[src/rtl/seq_divider.sv]
// Multi-cycle restoring divider: one quotient bit per clock, start/busy/done handshake,
// unsigned or truncating signed division, explicit divide-by-zero result.
module seq_divider #(
  parameter int unsigned WIDTH     = 16,
  parameter bit          SIGNED_EN = 1'b1
) (
  input  logic             clk,
  input  logic             rst,
  input  logic             start,
  input  logic             signed_mode,
  input  logic [WIDTH-1:0] dividend,
  input  logic [WIDTH-1:0] divisor,
  output logic             busy,
  output logic             done,
  output logic [WIDTH-1:0] quotient,
  output logic [WIDTH-1:0] remainder,
  output logic             div_by_zero
);

  localparam int unsigned CW = $clog2(WIDTH + 1);

  typedef enum logic [1:0] {IDLE, RUN, FINISH} state_t;

  state_t           state_q, state_d;
  logic             accept_c, step_c, load_c;

  logic [WIDTH-1:0] acc;
  logic [WIDTH-1:0] qreg;
  logic [WIDTH-1:0] dvs_mag;
  logic [WIDTH-1:0] dvd_raw;
  logic [CW-1:0]    cnt;
  logic             neg_q, neg_r, zero_q;

  logic             sgn_c, dvd_neg_c, dvs_neg_c;
  logic [WIDTH-1:0] dvd_mag_c, dvs_mag_c;
  logic [WIDTH:0]   shifted_c;
  logic             no_borrow_c;
  logic [WIDTH-1:0] diff_c;
  logic [WIDTH-1:0] q_fix_c, r_fix_c;

  // Operand magnitudes and recorded signs at accept time
  always_comb begin
    sgn_c     = SIGNED_EN && signed_mode;
    dvd_neg_c = sgn_c && dividend[WIDTH-1];
    dvs_neg_c = sgn_c && divisor[WIDTH-1];
    dvd_mag_c = dvd_neg_c ? WIDTH'(-dividend) : dividend;
    dvs_mag_c = dvs_neg_c ? WIDTH'(-divisor) : divisor;
  end

  // One restoring step; the partial remainder always stays below the divisor,
  // so only the low WIDTH bits of the difference need to be kept.
  always_comb begin
    shifted_c   = {acc, qreg[WIDTH-1]};
    no_borrow_c = (shifted_c >= {1'b0, dvs_mag});
    diff_c      = shifted_c[WIDTH-1:0] - dvs_mag;
    q_fix_c     = neg_q ? WIDTH'(-qreg) : qreg;
    r_fix_c     = neg_r ? WIDTH'(-acc) : acc;
  end

  // Next-state and control decode
  always_comb begin
    state_d  = state_q;
    accept_c = 1'b0;
    step_c   = 1'b0;
    load_c   = 1'b0;
    case (state_q)
      IDLE: begin
        if (start) begin
          accept_c = 1'b1;
          state_d  = RUN;
        end
      end
      RUN: begin
        if (zero_q || (cnt == CW'(WIDTH))) begin
          load_c  = 1'b1;
          state_d = FINISH;
        end else begin
          step_c = 1'b1;
        end
      end
      FINISH: begin
        if (start) begin
          accept_c = 1'b1;
          state_d  = RUN;
        end else begin
          state_d = IDLE;
        end
      end
      default: state_d = IDLE;
    endcase
  end

  always_ff @(posedge clk) begin
    if (rst) begin
      state_q     <= IDLE;
      busy        <= 1'b0;
      done        <= 1'b0;
      quotient    <= '0;
      remainder   <= '0;
      div_by_zero <= 1'b0;
      acc         <= '0;
      qreg        <= '0;
      dvs_mag     <= '0;
      dvd_raw     <= '0;
      cnt         <= '0;
      neg_q       <= 1'b0;
      neg_r       <= 1'b0;
      zero_q      <= 1'b0;
    end else begin
      state_q <= state_d;
      busy    <= (state_d == RUN);
      done    <= (state_d == FINISH);

      if (accept_c) begin
        acc     <= '0;
        qreg    <= dvd_mag_c;
        dvs_mag <= dvs_mag_c;
        dvd_raw <= dividend;
        neg_q   <= dvd_neg_c ^ dvs_neg_c;
        neg_r   <= dvd_neg_c;
        zero_q  <= (divisor == '0);
        cnt     <= '0;
      end

      if (step_c) begin
        acc  <= no_borrow_c ? diff_c : shifted_c[WIDTH-1:0];
        qreg <= {qreg[WIDTH-2:0], no_borrow_c};
        cnt  <= cnt + CW'(1);
      end

      if (load_c) begin
        if (zero_q) begin
          quotient    <= '1;
          remainder   <= dvd_raw;
          div_by_zero <= 1'b1;
        end else begin
          quotient    <= q_fix_c;
          remainder   <= r_fix_c;
          div_by_zero <= 1'b0;
        end
      end
    end
  end

endmodule

[config.mk]
export PLATFORM = sky130hd
export DESIGN_NAME = seq_divider
export DESIGN_NICKNAME = d
export VERILOG_FILES = /design/src/rtl/seq_divider.sv
export SDC_FILE = /design/constraint.sdc
export NUM_CORES = 1
export LEC_CHECK = 0
export CORE_ASPECT_RATIO = 0.6
export CORE_MARGIN = 4
export CORE_UTILIZATION = 35
export DETAILED_ROUTE_END_ITERATION = 16
export GPL_ROUTABILITY_DRIVEN = 0
export PLACE_DENSITY = 0.56
export SYNTH_ARGS = -nofsm -noshare
export SYNTH_HDL_FRONTEND = slang
export SYNTH_SLANG_ARGS = --single-unit
[constraint.sdc]
create_clock -name clk -period 2.85 [get_ports clk]
set_clock_uncertainty 0.15 [all_clocks]
set_input_delay 0.7125 -clock clk [delete_from_list [all_inputs] [get_ports clk]]
set_output_delay 0.7125 -clock clk [all_outputs]
set_load 0.1 [all_outputs]
==> run metrics, run 1 <==
result of the run complete, no violations; number of failing hold endpoints at the final stage 0; pin count of the biggest net entering global routing 53; Post-synth EDFFs 0; I/O pins 71; total vias in the final route around 6000; Detailed Route Iter0 Violations approximately 700; placeable core region between 15000 and 20000 µm²; Clock Latency Late Sink 350 ps; final wirelength about 20000 µm; Port-buffer cells 70; commonest non-fill, non-tap cell in the layout sky130_fd_sc_hd__dfxtp_1; required time at the endpoint of the critical path 2930 ps; multi-input combinational cell area 3671 µm²; Root Buffer sky130_fd_sc_hd__clkbuf_16; share of layout cells above drive strength 1 13.81%; sequential share of the synthesized area 35.61%; number of nets produced by synthesis between 800 and 900; final critical-path required period roughly 2700 ps; clock-pin transition on the worst setup and hold timing paths 80 ps; Synth warnings 0; proportion of netlist area held by the largest area contributor 35.61%; setup TNS 0 ps; wire length per cell after detailed routing between 15 and 20 µm; pre-CTS WS 4.931 ps; DRC violation count after routing 0; power density over cell area between 600 and 700 nW/µm²; cell count after synthesis a little under 800; path class of the lowest-slack min-delay path register to register; total of max-cap violations 0; Antenna Violating Nets Remaining 0; unrepaired setup endpoints after global routing no; number of cells after detailed placement 1080; Max rail drop VDD around 0.00035 V; number of cell rows 37; Critical Path End Type register; total global routing overflow 0; remaining max-slew budget at the tightest pin between 60% and 70%; Antenna diodes 0; via/cell ratio 5.505; final-report max-slew violation count 0; All-Layer GR Usage 19.56%; number of antenna violations at the first check in global routing 0; area growth from synthesis to final layout 24.36%; mean instance size in the synthesized netlist 7.937 µm²; wire length of the first global-routing pass 31150 µm; Pleak 0.002903 µW; post-route fraction of the period consumed by the critical path 96.07%; FF+latch count, synth 109; startpoint class of the critical path register; Final #Nets around 920; core utilization of the finished layout 44.37%; die height 110.5 µm; number of buffers inserted to repair setup after CTS 0; start-to-end type of the worst setup path register to register; final worst-path setup slack 112.1 ps; clk buf depth 2; detailed placement HPWL 14970 µm; vias in the first global route 5649; sinks on the clock net approximately 110; top cell type by total area after synthesis sky130_fd_sc_hd__dfxtp_1; H-tree depth 3; Top FF cell, synth sky130_fd_sc_hd__dfxtp_1; transition at the pin with the smallest max-transition slack 587.6 ps; worst endpoint data arrival time 2810 ps; area enclosed by the die boundary about 20000 µm²; Post-Synthesis Cell Area 6127 µm²; upper clock frequency limit 365.2 MHz; # fillers 1728; Final Non-Filler Cells 1096; top post-synthesis cells by area sky130_fd_sc_hd__dfxtp_1, sky130_fd_sc_hd__nand2_1, sky130_fd_sc_hd__a21oi_1; total clock buffers created by CTS 9; most used cells in the layout excluding fill and tap cells sky130_fd_sc_hd__dfxtp_1, sky130_fd_sc_hd__nand2_1, sky130_fd_sc_hd__buf_4; area taken by flip-flops and latches roughly 2200 µm²; ys async rst share 0%; initial cell density of the core between 30% and 40%; critical path peak fanout 3; number of optimization iterations in the first detailed-route pass 5; clock tree from TritonCTS done; synth unique cells 54; Die X-Extent ~180 µm; total of endpoints with negative setup slack in the final report 0
final cells by class:
cell class / instances / share of cell area (%)
multi-input cells: 583 / 48.18
flip-flops and latches: 109 / 28.64
repair buffers: 125 / 13.92
well taps: 234 / 3.842
clock buffers: 9 / 2.956
inverters: 29 / 1.429
clock inverters: 7 / 1.034
what timing repair did:
item                       CTS  global route
resized for setup            0             1
hold buffers                 0             0
setup endpoints to repair    0             1
worst max-delay path, stage by stage (launching register included):
cell and delay (ps):
sky130_fd_sc_hd__dfxtp_1 310, sky130_fd_sc_hd__inv_1 60, sky130_fd_sc_hd__ha_1 170, sky130_fd_sc_hd__inv_1 60
sky130_fd_sc_hd__fa_1 400, sky130_fd_sc_hd__a21o_1 200, sky130_fd_sc_hd__a21o_1 210, sky130_fd_sc_hd__a311oi_1 290
sky130_fd_sc_hd__buf_4 180, sky130_fd_sc_hd__o21ai_0 110, sky130_fd_sc_hd__xnor2_1 320, sky130_fd_sc_hd__o22ai_1 140
where the power goes:
group	leakage, µW	switching, µW	internal, µW	total (µW)
logic	0.00187	1150	840	1990
registers	0.000888	111	1620	1740
clock network	0.000148	666	628	1290
final timing paths:
path         depth (start not counted)        from  slack, ps          to
max                                 11    qreg[15]        110     acc[10]
min                                  2  dvd_raw[0]        310  dvd_raw[0]
max reg2reg                         11    qreg[15]        110     acc[10]
min reg2reg                          2  dvd_raw[0]        310  dvd_raw[0]
cell families (layout without fill, tap and decap cells):
logic type,Yosys count,after routing,synth area share [%]
AO/OA/AOI/OAI,225,225,24.95
adder cells (fa/ha/maj),23,23,4.819
XOR/XNOR,63,63,9.006
flip-flops,109,109,35.61
buffers and inverters,80,170,5.023
multiplexers,3,3,0.5105
AND/OR/NAND/NOR,269,269,20.07
flip-flops by register name (all words and copies together), names as in the netlist:
name	cells
div_by_zero	1
cnt	5
qreg	16
state_q	2
quotient	16
dvs_mag	16
neg_r	1
dvd_raw	16
remainder	16
done	1
neg_q	1
acc	16
zero_q	1
busy	1
synthesized netlist by cell type (22+ instances only):
cell / instances
sky130_fd_sc_hd__xor2_1: 27
sky130_fd_sc_hd__clkbuf_1: 48
sky130_fd_sc_hd__xnor2_1: 36
sky130_fd_sc_hd__nor2_1: 79
sky130_fd_sc_hd__o21ai_0: 30
sky130_fd_sc_hd__nand3_1: 22
sky130_fd_sc_hd__a21oi_1: 70
sky130_fd_sc_hd__a211oi_1: 24
sky130_fd_sc_hd__dfxtp_1: 109
sky130_fd_sc_hd__ha_1: 22
sky130_fd_sc_hd__inv_1: 29
sky130_fd_sc_hd__nand2_1: 94
per-layer routing:
| layer | track usage [%] | routed length, µm | up-vias |
|---|---|---|---|
| met3 | 3.284 | 1372 | 19 |
| li1 | - | - | 2965 |
| met4 | 3.117 | 191 | 0 |
| met5 | 0 | 0 | - |
| met1 | 33.81 | 10890 | 2856 |
| met2 | 24.45 | 7107 | 193 |
metrics by stage:
stage / hold slack, ps / total power (µW) / area [µm²]
after detailed placement: 298.2 / 3704 / 7310
after floorplan: 281.9 / 2981 / 6127
after global routing: 341.0 / 5307 / 7620
final: 308.0 / 5020 / 7620
after CTS: 309.1 / 5003 / 7614
after global placement: 296.3 / 3673 / 7310
Power figures use the tool's default switching activity.
==> run 2: changes to the inputs <==
--- a/config.mk
+++ b/config.mk
@@ -9,8 +9,9 @@
 export CORE_MARGIN = 4
 export CORE_UTILIZATION = 35
 export DETAILED_ROUTE_END_ITERATION = 16
+export DONT_BUFFER_PORTS = 1
 export GPL_ROUTABILITY_DRIVEN = 0
-export PLACE_DENSITY = 0.56
+export PLACE_DENSITY = 0.51
 export SYNTH_ARGS = -nofsm -noshare
 export SYNTH_HDL_FRONTEND = slang
 export SYNTH_SLANG_ARGS = --single-unit
==> constraint.sdc (replaced) <==
create_clock -name clk -period 3.54 [get_ports clk]
set_clock_uncertainty 0.15 [all_clocks]
set_input_delay 0.885 -clock clk [delete_from_list [all_inputs] [get_ports clk]]
set_output_delay 0.885 -clock clk [all_outputs]
set_load 0.1 [all_outputs]
==> run metrics, run 2 (synthesized netlist as in run 1, its figures left out) <==
clock power share 27.9%; power share of the sequential group 37.3%; detailed placement HPWL 13980 µm; worst endpoint data arrival time 3090 ps; ordered cell list for the critical path ha_1 -> a21o_1 -> a211o_1 -> a31oi_1 -> o211a_1 -> a21oi_1 -> a311oi_1; area growth from synthesis to final layout 8.332%; Die X-Extent 178.8 µm; Resize count post-CTS 0; final-report max-slew violation count 0; most used cells in the layout excluding fill and tap cells sky130_fd_sc_hd__dfxtp_1, sky130_fd_sc_hd__nand2_1, sky130_fd_sc_hd__nor2_1; part of the total power dissipated in combinational logic between 30% and 40%; count of hold buffers inserted by post-cts repair 0; post-route fraction of the period consumed by the critical path 84.45%; startpoint class of the critical path register; remaining max-slew budget at the tightest pin 29.97%; DRC violation count after routing 0; Detailed Route Iter0 Violations 583; total global routing overflow 0; number of failing hold endpoints at the final stage 0; placeable core region 17180 µm²; switching power roughly 1500 µW; All-Layer GR Usage 19.15%; start-to-end type of the worst setup path register to register; number of optimization iterations in the first detailed-route pass 7; initial cell density of the core 35.67%; total of endpoints with negative setup slack in the final report 0; final critical-path required period 2989 ps; # fillers 1754; Root Buffer sky130_fd_sc_hd__clkbuf_16; pin count of the biggest net entering global routing 112; Max rail drop VDD 0.0002532 V; Final #Nets 802; sinks on the clock net 109; Buf+Inv Stages, Crit Path 0; final worst hold slack 304.2 ps; wire length per cell after detailed routing 19.54 µm; number of antenna violations at the first check in global routing 0; area taken by flip-flops and latches roughly 2200 µm²; cell with the biggest individual delay on the critical path sky130_fd_sc_hd__o211a_1; total vias in the final route 5633; slowest cell delay on critical path 630 ps; path class of the lowest-slack min-delay path register to register; number of buffers inserted to repair setup after CTS 0; commonest non-fill, non-tap cell in the layout sky130_fd_sc_hd__dfxtp_1; Port-buffer cells 0; result of the run complete, no violations; internal power summed over all cells 2363 µW; setup TNS 0 ps; upper clock frequency limit around 330 MHz; clock-pin transition on the worst setup and hold timing paths 80 ps; power density over cell area between 500 and 600 nW/µm²; total clock buffers created by CTS 9; die height 110.5 µm; Clock Latency Late Sink 360 ps; clock tree from TritonCTS done; vias in the first global route 5122; family of cells with the greatest summed delay on the critical path compound AO/OA/AOI/OAI gates; total of max-cap violations 0; wire length of the first global-routing pass 30090 µm; Antenna Violating Nets Remaining 0; multi-input combinational cell area ~3700 µm²; Sw Ratio 38.54%; clk buf depth 2; transition at the pin with the smallest max-transition slack 1049 ps; I/O pins 71; critical path peak fanout 16; H-tree depth 3; area enclosed by the die boundary 19760 µm²; Critical Path End Type register; number of cell rows 37; share of layout cells above drive strength 1 under 10%; required time at the endpoint of the critical path between 3000 and 4000 ps; via/cell ratio around 5.7; Antenna diodes 0; unrepaired setup endpoints after global routing no; Pleak 0.002337 µW; final wirelength 19190 µm
[run 2: changes by cell type in the layout (fill, tap and decap cells not counted)]
| cell | previous run | this run |
|---|---|---|
| sky130_fd_sc_hd__inv_8 | 1 | 2 |
| sky130_fd_sc_hd__clkinv_8 | 2 | 0 |
| sky130_fd_sc_hd__a221oi_2 | 1 | 0 |
| sky130_fd_sc_hd__clkdlybuf4s50_1 | 34 | 0 |
| sky130_fd_sc_hd__clkinvlp_4 | 0 | 2 |
| sky130_fd_sc_hd__clkinv_2 | 0 | 1 |
| sky130_fd_sc_hd__buf_4 | 88 | 11 |
| sky130_fd_sc_hd__clkinv_4 | 1 | 0 |
| sky130_fd_sc_hd__buf_12 | 3 | 0 |
| sky130_fd_sc_hd__bufinv_16 | 0 | 1 |
| sky130_fd_sc_hd__inv_6 | 3 | 1 |
| sky130_fd_sc_hd__a221oi_1 | 1 | 2 |
[run 2: path summary, 6_finish.rpt]
kind / start / end / slack (ps) / depth (start not counted)
min: dvs_mag[15] / dvs_mag[15] / 300 / 2
max: acc[13] / acc[1] / 550 / 7
max reg2reg: acc[13] / acc[1] / 550 / 7
min reg2reg: dvs_mag[15] / dvs_mag[15] / 300 / 2
[run 2: layout make-up]
cell class | count | share of cell area [%]
Multi-Input combinational cell | 583 | 55.21
Sequential cell | 109 | 32.87
Tap cell | 234 | 4.411
Clock buffer | 9 | 3.393
Inverter | 29 | 1.640
Timing Repair Buffer | 11 | 1.244
Clock inverter | 7 | 1.225
[run 2: worst min-delay path, stage by stage (launching register included)]
cell                      delay [ps]
sky130_fd_sc_hd__dfxtp_1         310
sky130_fd_sc_hd__nand2_1          50
sky130_fd_sc_hd__a21oi_1          50
[run 2: routing by layer]
| metal | wire length [µm] | share of wire [%] | vias to the layer above | track usage [%] |
|---|---|---|---|---|
| met3 | 1877 | 9.8 | 10 | 6.090 |
| met4 | 119 | 0.62 | 0 | 2.862 |
| met5 | 0 | 0 | - | 0 |
| met1 | 10350 | 54 | 2688 | 32.52 |
| met2 | 6847 | 36 | 190 | 22.70 |
| li1 | - | - | 2745 | - |
[run 2: power by group through the flow]
stage / Combinational (µW) / Sequential, µW / Clock [µW]
2_1_floorplan: 983 / 1420 / 0
3_3_place_gp: 1300 / 1460 / 0
3_5_place_dp: 1300 / 1460 / 0
4_1_cts: 1300 / 1430 / 1100
5_1_grt: 1470 / 1440 / 1140
6_report: 1340 / 1430 / 1070
[run 2: per-stage QoR]
| step | total power [µW] | util [%] | cells | instance area (µm²) | worst slack, ps |
|---|---|---|---|---|---|
| 6_report | 3845 | 38.65 | 982 | 6638 | 550.5 |
| 5_1_grt | 4056 | 38.65 | 982 | 6638 | 398.9 |
| 4_1_cts | 3834 | 38.65 | 982 | 6638 | 622.7 |
| 3_5_place_dp | 2753 | 36.86 | 966 | 6331 | 597.1 |
| 3_3_place_gp | 2754 | 36.86 | 966 | 6331 | 665.1 |
| 2_1_floorplan | 2400 | - | 772 | 6127 | 1042 |
